===== config.mk =====
export PLATFORM = sky130hd
export DESIGN_NAME = rv32m_divider_flat
export DESIGN_NICKNAME = d
export VERILOG_FILES = /design/src/rtl/rv32m_divider_if.sv /design/src/rtl/rv32m_divider.sv /design/src/flat_wrapper.sv
export SDC_FILE = /design/constraint.sdc
export NUM_CORES = 1
export LEC_CHECK = 0
export BUFFER_PORTS_ARGS = -buffer_cell sky130_fd_sc_hd__buf_2
export CORE_ASPECT_RATIO = 1.1
export CORE_MARGIN = 2
export CORE_UTILIZATION = 50
export DETAILED_ROUTE_END_ITERATION = 7
export PLACE_DENSITY = 0.76
export SLEW_MARGIN = 20
export SYNTH_ARGS = -nofsm -noshare
export SYNTH_HDL_FRONTEND = slang
export SYNTH_SLANG_ARGS = --single-unit

===== constraint.sdc =====
create_clock -name clk -period 5.7 [get_ports clk]
set_input_delay 0.855 -clock clk [delete_from_list [all_inputs] [get_ports clk]]
set_output_delay 0.855 -clock clk [all_outputs]
set_load 0.01 [all_outputs]

===== src/rtl/rv32m_divider_if.sv =====
// Request/response bundle between the issue stage and the RV32M divide unit.
// The master issues operands and a destination tag; the slave reports busy/done/result.
interface rv32m_divider_if #(
    parameter int XLEN = 32
);
    logic            start;
    logic            flush;
    logic [1:0]      op;
    logic [XLEN-1:0] operand_a;
    logic [XLEN-1:0] operand_b;
    logic [4:0]      rd_in;
    logic            busy;
    logic            done;
    logic [XLEN-1:0] result;
    logic [4:0]      rd_out;

    modport master (
        output start, flush, op, operand_a, operand_b, rd_in,
        input  busy, done, result, rd_out
    );

    modport slave (
        input  start, flush, op, operand_a, operand_b, rd_in,
        output busy, done, result, rd_out
    );
endinterface


===== src/rtl/rv32m_divider.sv =====
// Iterative RV32M DIV/DIVU/REM/REMU unit: restoring division on operand magnitudes,
// one quotient bit per cycle, with single-cycle handling of divide-by-zero and signed overflow.
module rv32m_divider #(
    parameter int XLEN = 32
) (
    input  logic           clk,
    input  logic           rst,
    rv32m_divider_if.slave bus
);
    localparam int CW = $clog2(XLEN + 1);
    localparam logic [CW-1:0]   CNT_INIT = CW'(XLEN);
    localparam logic [CW-1:0]   CNT_ONE  = CW'(1);
    localparam logic [XLEN-1:0] ONE      = {{(XLEN-1){1'b0}}, 1'b1};
    localparam logic [XLEN-1:0] MIN_NEG  = {1'b1, {(XLEN-1){1'b0}}};

    typedef enum logic [1:0] {
        S_IDLE = 2'd0,
        S_CALC = 2'd1,
        S_DONE = 2'd2
    } state_t;

    state_t r_state;
    state_t w_state_next;

    logic [XLEN-1:0] r_rem;
    logic [XLEN-1:0] r_dvd;
    logic [XLEN-1:0] r_dvs;
    logic [CW-1:0]   r_count;
    logic            r_is_rem;
    logic            r_neg_q;
    logic            r_neg_r;
    logic [4:0]      r_rd_tag;
    logic [XLEN-1:0] r_result;
    logic [4:0]      r_rd_out;

    logic            w_busy;
    logic            w_done;
    logic            w_accept;
    logic            w_signed;
    logic            w_a_neg;
    logic            w_b_neg;
    logic [XLEN-1:0] w_a_mag;
    logic [XLEN-1:0] w_b_mag;
    logic            w_div_zero;
    logic            w_ovf;
    logic            w_special;
    logic [XLEN-1:0] w_special_res;
    logic [XLEN:0]   w_rem_shift;
    logic [XLEN:0]   w_diff;
    logic            w_ge;
    logic [XLEN-1:0] w_rem_step;
    logic [XLEN-1:0] w_quo_step;
    logic [XLEN-1:0] w_final;
    logic            w_last;

    // A new request can be taken in IDLE and also in DONE, which allows back-to-back issue.
    assign w_accept = (r_state != S_CALC) && bus.start && !bus.flush;

    assign w_signed   = !bus.op[0];
    assign w_a_neg    = w_signed && bus.operand_a[XLEN-1];
    assign w_b_neg    = w_signed && bus.operand_b[XLEN-1];
    assign w_a_mag    = w_a_neg ? (~bus.operand_a + ONE) : bus.operand_a;
    assign w_b_mag    = w_b_neg ? (~bus.operand_b + ONE) : bus.operand_b;
    assign w_div_zero = (bus.operand_b == '0);
    assign w_ovf      = w_signed && (bus.operand_a == MIN_NEG) && (bus.operand_b == '1);
    assign w_special  = w_div_zero || w_ovf;

    always_comb begin
        w_special_res = '0;
        if (w_div_zero) begin
            w_special_res = bus.op[1] ? bus.operand_a : '1;
        end else begin
            w_special_res = bus.op[1] ? '0 : MIN_NEG;
        end
    end

    // Partial remainder is kept one bit wider during the compare so large unsigned divisors work.
    assign w_rem_shift = {r_rem, r_dvd[XLEN-1]};
    assign w_diff      = w_rem_shift - {1'b0, r_dvs};
    assign w_ge        = !w_diff[XLEN];
    assign w_rem_step  = w_ge ? w_diff[XLEN-1:0] : w_rem_shift[XLEN-1:0];
    assign w_quo_step  = {r_dvd[XLEN-2:0], w_ge};
    assign w_last      = (r_state == S_CALC) && (r_count == CNT_ONE);

    always_comb begin
        w_final = '0;
        if (r_is_rem) begin
            w_final = r_neg_r ? (~w_rem_step + ONE) : w_rem_step;
        end else begin
            w_final = r_neg_q ? (~w_quo_step + ONE) : w_quo_step;
        end
    end

    always_ff @(posedge clk or posedge rst) begin
        if (rst) begin
            r_state <= S_IDLE;
        end else begin
            r_state <= w_state_next;
        end
    end

    always_comb begin
        w_state_next = r_state;
        w_busy       = 1'b0;
        w_done       = 1'b0;
        case (r_state)
            S_IDLE, S_DONE: begin
                w_done = (r_state == S_DONE);
                if (w_accept) begin
                    w_state_next = w_special ? S_DONE : S_CALC;
                end else begin
                    w_state_next = S_IDLE;
                end
            end
            S_CALC: begin
                w_busy = 1'b1;
                if (bus.flush) begin
                    w_state_next = S_IDLE;
                end else if (w_last) begin
                    w_state_next = S_DONE;
                end
            end
            default: w_state_next = S_IDLE;
        endcase
    end

    // Result and rd_out only change on a completion, so they stay valid after done drops.
    always_ff @(posedge clk or posedge rst) begin
        if (rst) begin
            r_rem    <= '0;
            r_dvd    <= '0;
            r_dvs    <= '0;
            r_count  <= '0;
            r_is_rem <= 1'b0;
            r_neg_q  <= 1'b0;
            r_neg_r  <= 1'b0;
            r_rd_tag <= '0;
            r_result <= '0;
            r_rd_out <= '0;
        end else if (w_accept) begin
            r_rem    <= '0;
            r_dvd    <= w_a_mag;
            r_dvs    <= w_b_mag;
            r_count  <= CNT_INIT;
            r_is_rem <= bus.op[1];
            r_neg_q  <= w_a_neg ^ w_b_neg;
            r_neg_r  <= w_a_neg;
            r_rd_tag <= bus.rd_in;
            if (w_special) begin
                r_result <= w_special_res;
                r_rd_out <= bus.rd_in;
            end
        end else if ((r_state == S_CALC) && !bus.flush) begin
            r_rem   <= w_rem_step;
            r_dvd   <= w_quo_step;
            r_count <= r_count - CNT_ONE;
            if (w_last) begin
                r_result <= w_final;
                r_rd_out <= r_rd_tag;
            end
        end
    end

    assign bus.busy   = w_busy;
    assign bus.done   = w_done;
    assign bus.result = r_result;
    assign bus.rd_out = r_rd_out;
endmodule


===== src/flat_wrapper.sv =====
// flat-port wrapper written by rule: the top's interface ports become plain ports
module rv32m_divider_flat 
#(
    parameter int XLEN = 32
)
  (clk, rst, bus_start, bus_flush, bus_op, bus_operand_a, bus_operand_b, bus_rd_in, bus_busy, bus_done, bus_result, bus_rd_out);
  rv32m_divider_if #(.XLEN(XLEN)) bus_i ();
  input  logic clk;
  input  logic rst;
  input wire logic [$bits(bus_i.start)-1:0] bus_start;
  input wire logic [$bits(bus_i.flush)-1:0] bus_flush;
  input wire logic [$bits(bus_i.op)-1:0] bus_op;
  input wire logic [$bits(bus_i.operand_a)-1:0] bus_operand_a;
  input wire logic [$bits(bus_i.operand_b)-1:0] bus_operand_b;
  input wire logic [$bits(bus_i.rd_in)-1:0] bus_rd_in;
  output wire logic [$bits(bus_i.busy)-1:0] bus_busy;
  output wire logic [$bits(bus_i.done)-1:0] bus_done;
  output wire logic [$bits(bus_i.result)-1:0] bus_result;
  output wire logic [$bits(bus_i.rd_out)-1:0] bus_rd_out;
  assign bus_i.start = bus_start;
  assign bus_i.flush = bus_flush;
  assign bus_i.op = bus_op;
  assign bus_i.operand_a = bus_operand_a;
  assign bus_i.operand_b = bus_operand_b;
  assign bus_i.rd_in = bus_rd_in;
  assign bus_busy = bus_i.busy;
  assign bus_done = bus_i.done;
  assign bus_result = bus_i.result;
  assign bus_rd_out = bus_i.rd_out;
  rv32m_divider #(.XLEN(XLEN)) u_core (.clk(clk), .rst(rst), .bus(bus_i));
endmodule

Word-level counts from Yosys, hierarchy flattened:

Index checks and enable logic that the tools add are counted.

* add/subtract/negate cells: 6
* magnitude comparators: 0
* $mul: 0
* div/mod/pow operators: 0
* muxes and demuxes: 30
* shift operators: 0
* reduce and logical (&&, ||, !) cells: 18
* eq/ne operators: 8
* bitwise logic cells: 5

Operators with widths (number)
* 32-bit 2-to-1 mux: 17
* 32-bit by 1-bit adder with 32-bit output, second input constant: 4
* 32-bit NOT: 4
* 32-bit == test, second input constant: 2
* 33-bit by 32-bit subtractor with 33-bit output: 1
* 32-bit zero test: 1
* 5-bit 2-to-1 mux: 4
* 6-bit 2-to-1 mux: 2
* 1-bit logical AND: 8
* 2-bit 2-to-1 mux: 4
* 6-bit by 1-bit == test with 1-bit output, second input constant: 1
* 6-bit by 1-bit subtractor with 6-bit output, second input constant: 1
* 2-bit one-hot mux with 2 select lines: 1
* 2-bit nonzero test: 2
* 1-bit zero test: 3
* 3-bit by 2-bit != test with 1-bit output, second input constant: 1
* 3-bit AND reduction: 1
* 2-bit by 1-bit == test with 1-bit output, second input constant: 1
* 2-bit == test, second input constant: 1
* 2-bit zero test: 1
* 1-bit 2-to-1 mux: 2
* 2-bit by 1-bit != test with 1-bit output, second input constant: 1
* 2-bit != test, second input constant: 1
* 2-bit OR reduction: 1
* other kinds (2): 2

* latch bits: 0
* flip-flop bits (word level): 149
* logic and storage cells: 78
* input bits: 75
* RAM bits: 0
* output and inout bits: 39
* memories kept: 0
* memory bits (read-only): 0

Longest topological paths before layout:

Gate-level depths: netlist of the first run.

* depth after elaboration: 9
* gate-level depth with buffers: 26
* depth with buffers taken out: 23

Worst setup path before layout of the first run:

Ideal clock, no wire load.

* kind: flip-flop to flip-flop
* start point: register u_core.r_dvd[31]
* end point: register u_core.r_result[26], in the netlist u_core.bus.result[26]
* slack: 0.012 ns
* required time: 5.612 ns
* clock period less this slack: 5.688 ns
* arrival time: 5.599 ns
* cell stages (with the launch flop): 27
* path buffers: 3
* library setup time: 0.088 ns
* path through: dfrtp_1 -> inv_1 -> ha_1 -> fa_1 -> nand2b_1 -> a21o_1 -> and3_4 -> or4_4 -> a21oi_4 -> o21a_4 -> nor2_4 -> inv_2 -> buf_2 -> buf_4 -> buf_2 -> nor2_1 -> a21oi_1 -> ha_1 -> nand2_1 -> or4_1 -> or4b_1 -> nor3_1 -> o22ai_1 -> nor4b_2 -> nor3_1 -> nand3b_1 -> a41oi_1

* word-level cells in the longest chain between the ends: 9
* elaborated cells on any way between the ends: 13
* those cells by class: add/sub (3); mux (7); bitwise (2); reduce/logical (1)

Ends and longest elaborated chain
* start: declaration: line rv32m_divider.sv:26 `logic [XLEN-1:0] r_dvd;`
* start signal: assignment: line rv32m_divider.sv:142 `r_dvd <= w_a_mag;`
* start signal: assignment: line rv32m_divider.sv:155 `r_dvd <= w_quo_step;`
* 33-bit by 32-bit subtractor with 33-bit output: line rv32m_divider.sv:79 `assign w_diff = w_rem_shift - {1'b0, r_dvs};`
* 32-bit 2-to-1 mux or 1-bit zero test (tied branches): line rv32m_divider.sv:81, rv32m_divider.sv:80
* 32-bit NOT (on tied branches): line rv32m_divider.sv:88, rv32m_divider.sv:90
* 32-bit by 1-bit adder with 32-bit output (on tied branches): line rv32m_divider.sv:88, rv32m_divider.sv:90
* 32-bit 2-to-1 mux (on tied branches): line rv32m_divider.sv:88, rv32m_divider.sv:90
* 32-bit 2-to-1 mux (*): line rv32m_divider.sv:87 `if (r_is_rem) begin`
* 32-bit 2-to-1 mux (*): line rv32m_divider.sv:157 `if (w_last) begin`
* 32-bit 2-to-1 mux (*): line rv32m_divider.sv:153 `end else if ((r_state == S_CALC) && !bus.flush) begin`
* 32-bit 2-to-1 mux (*): line rv32m_divider.sv:140 `end else if (w_accept) begin`
* end signal: assignment: line rv32m_divider.sv:150 `r_result <= w_special_res;`
* end signal: assignment: line rv32m_divider.sv:158 `r_result <= w_final;`
* end: declaration: line rv32m_divider.sv:33 `logic [XLEN-1:0] r_result;`

Every way passes the cells marked *; elsewhere a longest branch is shown, timed or not. The select of a mux whose other input is x is not followed.
A chain may end at the register's enable or synchronous reset.

Final worst setup path of the first run:

Ends and elaborated chain as after synthesis.

==> flow_metrics.py, run 1 <==
metrics = {
    "run_status": {
        "outcome": "completed",
    },
    "clocking": {
        "clk-insertion-delay-late_ps": 450,
        "cts-root-buf": "clkbuf_16",
        "path_clk_slew_ps": 70,
        "numCtsBuffers": 17,
        "cts_tree": "built",
        "cts_buffer_depth": 2,
        "cts.sinks": 149,
        "cts_max_level": 4,
        "postCtsHoldBufs": 0,
    },
    "worst_setup_path": {
        "critical_path_class": "flop to flop",
        "crit_slowest_cell": "or4_4",
        "cp_max_fo": 6,
        "crit_chain": "inv_1, ha_1, fa_2, nand2b_1, a21o_1, and3_4, or4_4, a21oi_4, o21a_4, nor2_4, inv_4, nor2_1, a21oi_2, ha_2, nand2_1, or4_4, or4b_4, nor3_4, o22ai_2, nor4b_2, nor3_1, nand3b_1, a41oi_2",
        "worstSetupEndpointType": "flop",
        "cpPeakStageDelay_ps": 590,
        "worst-path-buf-inv": 2,
        "critPathLaunchType": "flop",
        "cp_common_cell": "or4_4",
        "cp.required_ps": 6060,
        "regToRegSetupSlack_ps": 350,
        "cp_top_family": "simple AND/OR/NAND/NOR gates",
        "crit_arrival_ps": 5710,
    },
    "global_route": {
        "grt_usage_pct": 31.12,
        "grt_pass1_vias": 11690,
        "grt_max_degree": 102,
        "grt_pass1_wl_mm": 64.29,
        "antenna_found_initial": 0,
        "grt-ovfl-total": 0,
    },
    "timing": {
        "clock_skew_ps": 16.21,
        "rsz0062_at_grt": "no",
        "hold_viol_final": 0,
        "period_share_pct": 93.79,
        "max_freq_ghz": 0.1871,
        "tns_ps": 0,
        "finalMaxSlewViolations": 0,
        "max_slew_margin_pct": 33.47,
        "worstMarginPinSlew_ps": 997.8,
        "setup_viol": 0,
        "finalCriticalPeriod_ps": 5346,
        "setup_ws_ps": 353.9,
    },
    "routing": {
        "vias": 12450,
        "wirelength_mm": 40.83,
        "drt-initial-drc-count": 1189,
        "viasPerCell": 6.406,
        "wire_per_inst_um": 21.00,
        "drt_first_pass_iters": 6,
        "drcViolationCount": 0,
        "postRouteAntennaNets": 0,
    },
    "synth": {
        "async_flop_share_pct": 100.0,
        "synth_ff_type": "dfrtp_1",
        "synth_top_cell_area_share_pct": 30.29,
        "syn_inst": 1550,
        "synth_area_leader_cell": "dfrtp_1",
        "synth_edf_count": 0,
        "synth_area_leaders": "dfrtp_1 30%, o21ai_0 7.2%, nand2_1 5.7%, xnor2_1 5.3%, xor2_1 4.8%",
        "synth_warnings": 0,
        "synth_fp_nets": 1665,
        "synth_cell_type_count": 97,
        "ys_seq_elements": 149,
        "avgSynthCellArea_um2": 7.941,
        "synth_area_um2": 12310,
        "ys_seq_area_share_pct": 30.29,
    },
    "place": {
        "place_ws_ps": 69.39,
        "portBuffers": 113,
        "hpwl_mm": 30.04,
        "placed_area_um2": 13100,
        "place.gp.congestion": 0.9761,
        "place_inst": 1911,
    },
    "pwr": {
        "ir_worst_vdd_mv": 0.5388,
        "p_leak_nw": 5.790,
        "switchingPower_mw": 5.198,
        "comb_power_share_pct": 69.3,
        "seqPwrFrac_pct": 18.6,
        "p_int_mw": 4.457,
        "pwr-share-clk_pct": 12.1,
        "sw_frac_of_total_pct": 53.84,
        "power_density_nw_per_um2": 702.1,
        "total_power_mw": 9.656,
    },
    "worst_hold_path": {
        "holdCritPathClass": "flop to flop",
    },
    "layout": {
        "fill_cells": 2285,
        "layout.nets": 1736,
        "postLayoutCellArea_um2": 13750,
        "diodes": 0,
        "syn_to_final_growth_pct": 11.74,
        "multi_input_area_um2": 8033,
        "final_cells": 1944,
        "seq_area_um2": 3729,
        "drive_above_1_share_pct": 14.01,
    },
    "die": {
        "ioPinCount": 114,
        "dieWidth_um": 153.6,
        "row_count": 60,
        "dieArea_um2": 25890,
        "chipHeight_um": 168.6,
        "core_um2": 24320,
        "start_util_pct": 50.60,
    },
    "run": {
        "drv_cap": 0,
    },
}
==> cells in the mapped netlist (8+ instances only) <==
library cell and count:
and2_1 8, buf_2 11, nand2_1 188, o21ai_0 176
a21o_1 14, nand3_1 35, a21oi_1 88, nor2_1 115
or2_2 10, o31ai_1 20, nand2b_1 26, o41ai_1 9
nor4_1 16, inv_1 59, o211ai_1 29, a22oi_1 24
xor2_1 67, clkbuf_1 68, a31oi_1 24, o22ai_1 8
o21ai_1 10, nor3_1 45, a211oi_1 8, ha_1 39
dfrtp_1 149, mux2i_1 20, o22a_1 13, xnor2_1 75
or3_1 21, nand4_1 22, and3_1 10
==> kinds of logic (layout without fill, tap and decap cells) <==
group | after synthesis | in the layout | synth area share (%)
AND/OR/NAND/NOR | 539 | 539 | 21.33
AO/OA/AOI/OAI | 507 | 507 | 27.16
buffers and inverters | 150 | 234 | 5.052
flip-flops | 149 | 149 | 30.29
XOR/XNOR | 142 | 142 | 10.10
adder cells (fa/ha/maj) | 40 | 40 | 4.127
multiplexers | 23 | 23 | 1.931
==> timing repair <==
| action | in CTS | in global routing |
|---|---|---|
| resized for setup | 0 | 11 |
| buffers inserted | 0 | 1 |
| endpoints found under the setup margin | 0 | 5 |
==> stage by stage <==
step	hold slack (ps)	utilization (%)
after floorplan	439.4	-
after global placement	452.0	53.85
after detailed placement	461.1	53.85
after CTS	477.8	56.28
after global routing	503.6	56.54
final	476.3	56.54
==> power by group through the flow <==
| stage | combinational (mW) | clock [mW] | sequential, mW |
|---|---|---|---|
| floorplan | 4.82 | 0 | 1.70 |
| global placement | 6.31 | 0 | 1.78 |
| detailed placement | 6.35 | 0 | 1.79 |
| CTS | 6.43 | 1.17 | 1.78 |
| global route | 7.20 | 1.21 | 1.83 |
| finish | 6.69 | 1.17 | 1.79 |
==> path summary, 6_finish.rpt <==
check,startpoint,endpoint,cells past startpoint
min in group asynchronous,rst,u_core.r_dvs[11],2
max in group asynchronous,rst,u_core.bus.result[9],3
min reg2reg,u_core.r_dvs[7],u_core.r_dvs[7],2
min,u_core.r_dvs[7],u_core.r_dvs[7],2
max reg2reg,u_core.r_dvd[31],u_core.bus.result[26],23
max,u_core.r_dvd[31],u_core.bus.result[26],23
==> worst min-delay path: stages, from the launching register on <==
cell and delay [ps]:
dfrtp_1 340, nand2_1 40, o21ai_0 60
==> placed cells by master (no fill, tap or decap), types with 13 or more instances in the layout <==
cell type	Yosys	final
a21o_1	14	14
o31ai_1	20	20
buf_2	11	113
xor2_1	67	67
a22oi_1	24	24
buf_4	3	28
o22a_1	13	13
o211ai_1	29	29
ha_1	39	38
or3_1	21	21
nor3_1	45	43
nand3_1	35	35
dfrtp_1	149	149
nand2b_1	26	26
o21ai_0	176	176
nand4_1	22	22
nor4_1	16	16
mux2i_1	20	20
nor2_1	115	113
inv_1	59	58
a21oi_1	88	85
xnor2_1	75	75
nand2_1	188	188
clkbuf_16	0	17
a31oi_1	24	24
==> metal layers <==
| layer | track usage, % | up-vias | routed length [um] |
|---|---|---|---|
| li1 | - | 5779 | - |
| met1 | 41.81 | 5942 | 17020 |
| met2 | 50.20 | 636 | 18950 |
| met3 | 4.147 | 97 | 3009 |
| met4 | 14.24 | 0 | 1853 |
| met5 | 0 | - | 0 |
==> cell type report <==
cell class	count	area share, %
Inverter	61	1.719
Sequential cell	149	27.11
Clock inverter	14	1.183
Tap cell	310	2.820
Timing Repair Buffer	141	5.640
Clock buffer	18	3.120
Multi-Input combinational cell	1251	58.41
==> state kept, by name (all words and copies together) (netlist names) <==
| name | flops |
|---|---|
| u_core.r_rd_tag | 5 |
| u_core.bus.result | 32 |
| u_core.r_state | 2 |
| u_core.r_dvd | 32 |
| u_core.bus.rd_out | 5 |
| u_core.r_is_rem | 1 |
| u_core.r_rem | 32 |
| u_core.r_count | 6 |
| u_core.r_neg_q | 1 |
| u_core.r_dvs | 32 |
| u_core.r_neg_r | 1 |
Note: power is estimated with default switching activity, not from simulation.
==> inputs of run 2 (changes only) <==
--- a/config.mk
+++ b/config.mk
@@ -5,12 +5,13 @@
 export SDC_FILE = /design/constraint.sdc
 export NUM_CORES = 1
 export LEC_CHECK = 0
+export ABC_AREA = 1
 export BUFFER_PORTS_ARGS = -buffer_cell sky130_fd_sc_hd__buf_2
 export CORE_ASPECT_RATIO = 1.1
 export CORE_MARGIN = 2
 export CORE_UTILIZATION = 50
 export DETAILED_ROUTE_END_ITERATION = 7
-export PLACE_DENSITY = 0.76
+export PLACE_DENSITY = 0.75
 export SLEW_MARGIN = 20
 export SYNTH_ARGS = -nofsm -noshare
 export SYNTH_HDL_FRONTEND = slang
==> flow_metrics.py, run 2 <==
metrics = {
    "timing": {
        "tns_ps": 0,
        "finalMaxSlewViolations": 0,
        "max_freq_ghz": 0.2060,
        "fin_hold_ws_ps": 479.7,
        "rsz0062_at_grt": "no",
        "period_share_pct": 85.15,
        "max_slew_margin_pct": 31.04,
        "setup_ws_ps": 846.5,
        "finalCriticalPeriod_ps": 4853,
        "setup_viol": 0,
        "hold_viol_final": 0,
        "worstMarginPinSlew_ps": 1028,
        "clock_skew_ps": 14.21,
    },
    "layout": {
        "layout_common_cells": "670 x nand2_1, 319 x inv_1, 216 x nor2_1",
        "syn_to_final_growth_pct": 10.22,
        "multi_input_area_um2": 8189,
        "drive_above_1_share_pct": 10.73,
        "seq_area_um2": 3729,
        "layout.nets": 2395,
        "fill_cells": 2752,
        "diodes": 0,
        "postLayoutCellArea_um2": 14910,
        "layout.cells.most_common": "nand2_1",
    },
    "synth": {
        "synth_area_leader_cell": "dfrtp_1",
        "synth_ff_type": "dfrtp_1",
        "ys_seq_area_share_pct": 27.56,
        "synth_fp_nets": 2330,
        "yosys-top-cells-count": "671 x nand2_1, 322 x inv_1, 217 x nor2_1",
        "synth_warnings": 0,
        "synth_area_leaders": "dfrtp_1 28%, nand2_1 19%, inv_1 8.9%, nand3_1 7.8%, nor2_1 6.0%",
        "synth_edf_count": 0,
        "avgSynthCellArea_um2": 6.108,
        "synth_top_cell_area_share_pct": 27.56,
        "synth_most_common_cell": "nand2_1",
        "synth_cell_type_count": 51,
        "syn_inst": 2215,
        "async_flop_share_pct": 100.0,
        "synth_area_um2": 13530,
        "ys_seq_elements": 149,
    },
    "worst_setup_path": {
        "cp_common_cell": "nand2_1",
        "regToRegSetupSlack_ps": 850,
        "rr_worst_depth": 34,
        "critPathLaunchType": "flop",
        "startpoint": "u_core.r_dvs[0]",
        "worst-path-buf-inv": 3,
        "cp_max_fo": 37,
        "r2r_end": "u_core.bus.result[30]",
        "worstSetupEndpointType": "flop",
        "critical_path_class": "flop to flop",
        "cp.required_ps": 6070,
        "cpPeakStageDelay_ps": 410,
        "timing.rr.start": "u_core.r_dvs[0]",
        "crit_slowest_cell": "fa_1",
        "cp_top_family": "simple AND/OR/NAND/NOR gates",
        "crit_arrival_ps": 5230,
    },
    "global_route": {
        "grt-ovfl-total": 0,
        "antenna_found_initial": 0,
        "grt_pass1_wl_mm": 71.24,
        "grt_usage_pct": 31.74,
        "grt_max_degree": 111,
        "grt_pass1_vias": 13530,
    },
    "clocking": {
        "numCtsBuffers": 17,
        "cts-root-buf": "clkbuf_16",
        "cts.sinks": 149,
        "path_clk_slew_ps": 70,
        "clk-insertion-delay-late_ps": 450,
        "postCtsHoldBufs": 0,
        "cts-resized-gates": 0,
        "cts_max_level": 4,
        "post-cts-setup-buffers": 0,
        "cts_tree": "built",
        "cts_buffer_depth": 2,
    },
    "place": {
        "portBuffers": 113,
        "place.gp.congestion": 0.9380,
        "place_ws_ps": 956.4,
        "hpwl_mm": 34.01,
        "placed_area_um2": 14280,
    },
    "pwr": {
        "ir_worst_vdd_mv": 0.3138,
        "power_density_nw_per_um2": 646.7,
        "p_leak_nw": 7.951,
        "total_power_mw": 9.643,
    },
    "routing": {
        "wire_per_inst_um": 16.78,
        "wirelength_mm": 44.46,
        "vias": 14710,
        "viasPerCell": 5.551,
        "drt-initial-drc-count": 1606,
        "postRouteAntennaNets": 0,
        "drcViolationCount": 0,
        "drt_first_pass_iters": 6,
    },
    "run_status": {
        "outcome": "completed",
    },
    "die": {
        "start_util_pct": 50.48,
        "dieArea_um2": 28390,
        "core_um2": 26800,
        "chipHeight_um": 176.5,
        "dieWidth_um": 160.8,
        "ioPinCount": 114,
        "row_count": 63,
    },
    "worst_hold_path": {
        "whs_endpoint": "u_core.r_rd_tag[2]",
        "min_path_cells": 2,
        "worstHoldStart": "u_core.r_rd_tag[2]",
        "holdCritPathClass": "flop to flop",
    },
    "run": {
        "drv_cap": 0,
    },
}
run 2: layout make-up:
class / count / share of cell area (%)
Clock buffer: 17 / 2.853
Clock inverter: 15 / 1.376
Inverter: 334 / 8.458
Multi-Input combinational cell: 1653 / 54.92
Sequential cell: 149 / 25.00
Tap cell: 357 / 2.995
Timing Repair Buffer: 125 / 4.397
run 2: worst max-delay path by stage:
stage | endpoint | slack (ps) | cells past startpoint
after global placement | u_core.bus.result[30] | 1090 | 34
after detailed placement | u_core.bus.result[30] | 960 | 35
after CTS | u_core.bus.result[30] | 930 | 34
final | u_core.bus.result[30] | 850 | 34
after global routing | u_core.bus.result[30] | 290 | 35
after floorplan | u_core.bus.rd_out[0] | 840 | 1
run 2: stage by stage:
step	utilization [%]	cells
finish	55.64	2650
detailed placement	53.28	2618
global route	55.64	2650
floorplan	-	2215
CTS	55.63	2650
global placement	53.28	2618
run 2: logic make-up after synthesis:
| family | after synthesis | share of synthesized area [%] |
|---|---|---|
| and+or+nand+nor | 1241 | 39.85 |
| DFF | 149 | 27.56 |
| buffers and inverters | 413 | 12.09 |
| adders and majority gates | 40 | 3.755 |
| AOI/OAI and AO/OA | 333 | 14.22 |
| xor gates and xnor gates | 39 | 2.525 |
run 2: power by group:
group / switching [mW] / internal (mW) / total (mW)
Clock: 0.535 / 0.711 / 1.25
Combinational: 4.66 / 2.03 / 6.69
Sequential: 0.279 / 1.43 / 1.71
Total: 5.47 / 4.17 / 9.64
run 2: routing by layer:
metal  up-vias  GRT usage, %  wire length [um]
met5         -             0                 0
met4         0         15.18              2128
met3        88         4.487              3196
met2       628         52.83             20450
met1      6725         40.75             18680
li1       7268             -                 -
run 2: tightest hold or removal path, stage by stage (launching register included):
cell and delay, ps:
dfrtp_1 330, nand2_1 60, nand2_1 60
==> inputs of run 3 (changes only) <==
--- a/config.mk
+++ b/config.mk
@@ -6,12 +6,12 @@
 export NUM_CORES = 1
 export LEC_CHECK = 0
 export ABC_AREA = 1
-export BUFFER_PORTS_ARGS = -buffer_cell sky130_fd_sc_hd__buf_2
 export CORE_ASPECT_RATIO = 1.1
 export CORE_MARGIN = 2
 export CORE_UTILIZATION = 50
 export DETAILED_ROUTE_END_ITERATION = 7
-export PLACE_DENSITY = 0.75
+export DONT_BUFFER_PORTS = 1
+export PLACE_DENSITY = 0.72
 export SLEW_MARGIN = 20
 export SYNTH_ARGS = -nofsm -noshare
 export SYNTH_HDL_FRONTEND = slang
==> constraint.sdc (replaced) <==
create_clock -name clk -period 4 [get_ports clk]
set_input_delay 0.6 -clock clk [delete_from_list [all_inputs] [get_ports clk]]
set_output_delay 0.6 -clock clk [all_outputs]
set_load 0.01 [all_outputs]
==> flow_metrics.py, run 3 (synthesized netlist as in run 2, its figures left out) <==
metrics = {
    "layout": {
        "layout_common_cells": "664 x nand2_1, 311 x inv_1, 211 x nor2_1",
        "diodes": 0,
        "seq_area_um2": 3729,
        "multi_input_area_um2": 8379,
        "postLayoutCellArea_um2": 15060,
        "fill_cells": 2680,
        "syn_to_final_growth_pct": 11.35,
        "layout.cells.most_common": "nand2_1",
        "drive_above_1_share_pct": 10.58,
        "layout.nets": 2351,
    },
    "pwr": {
        "switchingPower_mw": 7.974,
        "p_leak_nw": 7.833,
        "pwr-share-clk_pct": 11.3,
        "power_density_nw_per_um2": 942.7,
        "ir_worst_vdd_mv": 0.3789,
        "sw_frac_of_total_pct": 56.15,
        "comb_power_share_pct": 70.4,
        "p_int_mw": 6.227,
        "seqPwrFrac_pct": 18.3,
    },
    "clocking": {
        "path_clk_slew_ps": 70,
        "cts-root-buf": "clkbuf_16",
        "cts.sinks": 149,
        "clk-insertion-delay-late_ps": 460,
        "cts_buffer_depth": 2,
        "postCtsHoldBufs": 0,
        "cts_max_level": 4,
        "cts_tree": "built",
        "numCtsBuffers": 17,
    },
    "die": {
        "start_util_pct": 50.48,
        "chipHeight_um": 176.5,
        "core_um2": 26800,
        "row_count": 63,
        "ioPinCount": 114,
        "dieArea_um2": 28390,
        "dieWidth_um": 160.8,
    },
    "worst_setup_path": {
        "cp.required_ps": 4380,
        "cp_max_fo": 3,
        "critical_path_class": "flop to flop",
        "crit_arrival_ps": 4420,
        "cp_common_cell": "nand2_2",
        "rr_worst_depth": 35,
        "crit_slowest_cell": "fa_2",
        "regToRegSetupSlack_ps": -40,
        "r2r_end": "u_core.bus.result[30]",
        "critPathLaunchType": "flop",
        "cpPeakStageDelay_ps": 410,
        "timing.rr.start": "u_core.r_dvd[31]",
        "worstSetupEndpointType": "flop",
    },
    "run_status": {
        "violations": "negative setup slack",
        "outcome": "finished, violations left",
    },
    "place": {
        "portBuffers": 0,
        "placed_area_um2": 14250,
        "hpwl_mm": 34.79,
        "place.gp.congestion": 0.9593,
    },
    "global_route": {
        "grt_usage_pct": 31.90,
        "antenna_found_initial": 0,
        "grt_pass1_vias": 13660,
        "grt_max_degree": 150,
        "grt.met2_usage_pct": 54.54,
        "grtUsageMet1_pct": 39.69,
        "grt_pass1_wl_mm": 71.33,
        "grt-ovfl-total": 0,
        "use_met3_pct": 4.628,
        "grt-busiest-layer": "met2",
    },
    "worst_hold_path": {
        "holdCritPathClass": "primary input to asynchronous set/reset pin",
    },
    "timing": {
        "fin_hold_ws_ps": 274.3,
        "max_freq_ghz": 0.2478,
        "clock_skew_ps": 12.10,
        "worstMarginPinSlew_ps": 1013,
        "setup_viol": 2,
        "setup_ws_ps": -36.23,
        "rsz0062_at_grt": "yes",
        "hold_viol_final": 0,
        "max_slew_margin_pct": 32.45,
        "finalCriticalPeriod_ps": 4036,
        "finalMaxSlewViolations": 0,
        "period_share_pct": 100.9,
    },
    "routing": {
        "drt-initial-drc-count": 1348,
        "wire_per_inst_um": 17.35,
        "viasPerCell": 5.540,
        "vias": 14440,
        "drt_first_pass_iters": 5,
        "wirelength_mm": 45.21,
        "drcViolationCount": 0,
        "postRouteAntennaNets": 0,
    },
    "run": {
        "drv_cap": 0,
    },
}
==> run 3: cell count changes in the layout (fill, tap and decap cells not counted), moves of 6 or more <==
cell and delta:
buf_2 -113, inv_2 +8, nand2_1 -6, ha_1 -9, ha_4 +8, buf_12 +6
inv_1 -8, buf_4 +62
==> run 3: area by class of cell <==
cell class | count | area share [%]
Clock inverter | 15 | 0.9302
Multi-Input combinational cell | 1653 | 55.62
Inverter | 334 | 8.347
Clock buffer | 17 | 2.824
Tap cell | 357 | 2.965
Timing Repair Buffer | 81 | 4.560
Sequential cell | 149 | 24.75
==> run 3: worst max path at each step <==
stage | from | endpoint | cells after the start
after floorplan | u_core.r_dvs[0] | u_core.bus.result[30] | 35
final | u_core.r_dvd[31] | u_core.bus.result[30] | 35
after detailed placement | u_core.r_dvd[31] | u_core.bus.result[28] | 36
after global routing | u_core.r_dvd[31] | u_core.bus.result[28] | 36
after global placement | u_core.r_dvs[0] | u_core.bus.result[28] | 35
after CTS | u_core.r_dvd[31] | u_core.bus.result[28] | 36
==> run 3: power groups by stage <==
stage,clock [mW],sequential [mW],combinational (mW)
final,1.60,2.60,10.0
after global routing,1.67,2.66,11.1
after CTS,1.61,2.58,9.63
after detailed placement,0,2.59,9.56
after global placement,0,2.58,9.47
after floorplan,0,2.44,6.91
==> run 3: metal layers <==
layer	up-vias	share of wire [%]
met3	98	7.0
met4	0	4.8
met1	6642	41
met5	-	0
li1	7165	-
met2	532	47
==> run 3: repair_timing <==
action                                  4_1_cts  5_1_grt
endpoints found under the setup margin        2       19
resized for setup                             1       42
buffers inserted                              0        8
pin swaps                                     1       21
==> run 3: critical path: cells and delay by family, from the launching register on <==
kind | cells | cell delay (ps)
AND/OR/NAND/NOR | 24 | 2190
adder cells (fa/ha/maj) | 3 | 700
AO/OA/AOI/OAI | 4 | 440
flip-flops | 1 | 360
buffers and inverters | 4 | 260
==> run 3: per-stage QoR <==
step	instances	total power, mW	setup WS [ps]	setup TNS (ps)	utilization [%]
3_5_place_dp	2566	12.15	-25.60	-50.29	53.17
5_1_grt	2606	15.45	-287.8	-1110	56.21
4_1_cts	2598	13.81	14.84	0	55.29
6_report	2606	14.20	-36.23	-51.89	56.21
2_1_floorplan	2215	9.354	11.14	0	-
3_3_place_gp	2566	12.05	9.614	0	53.17
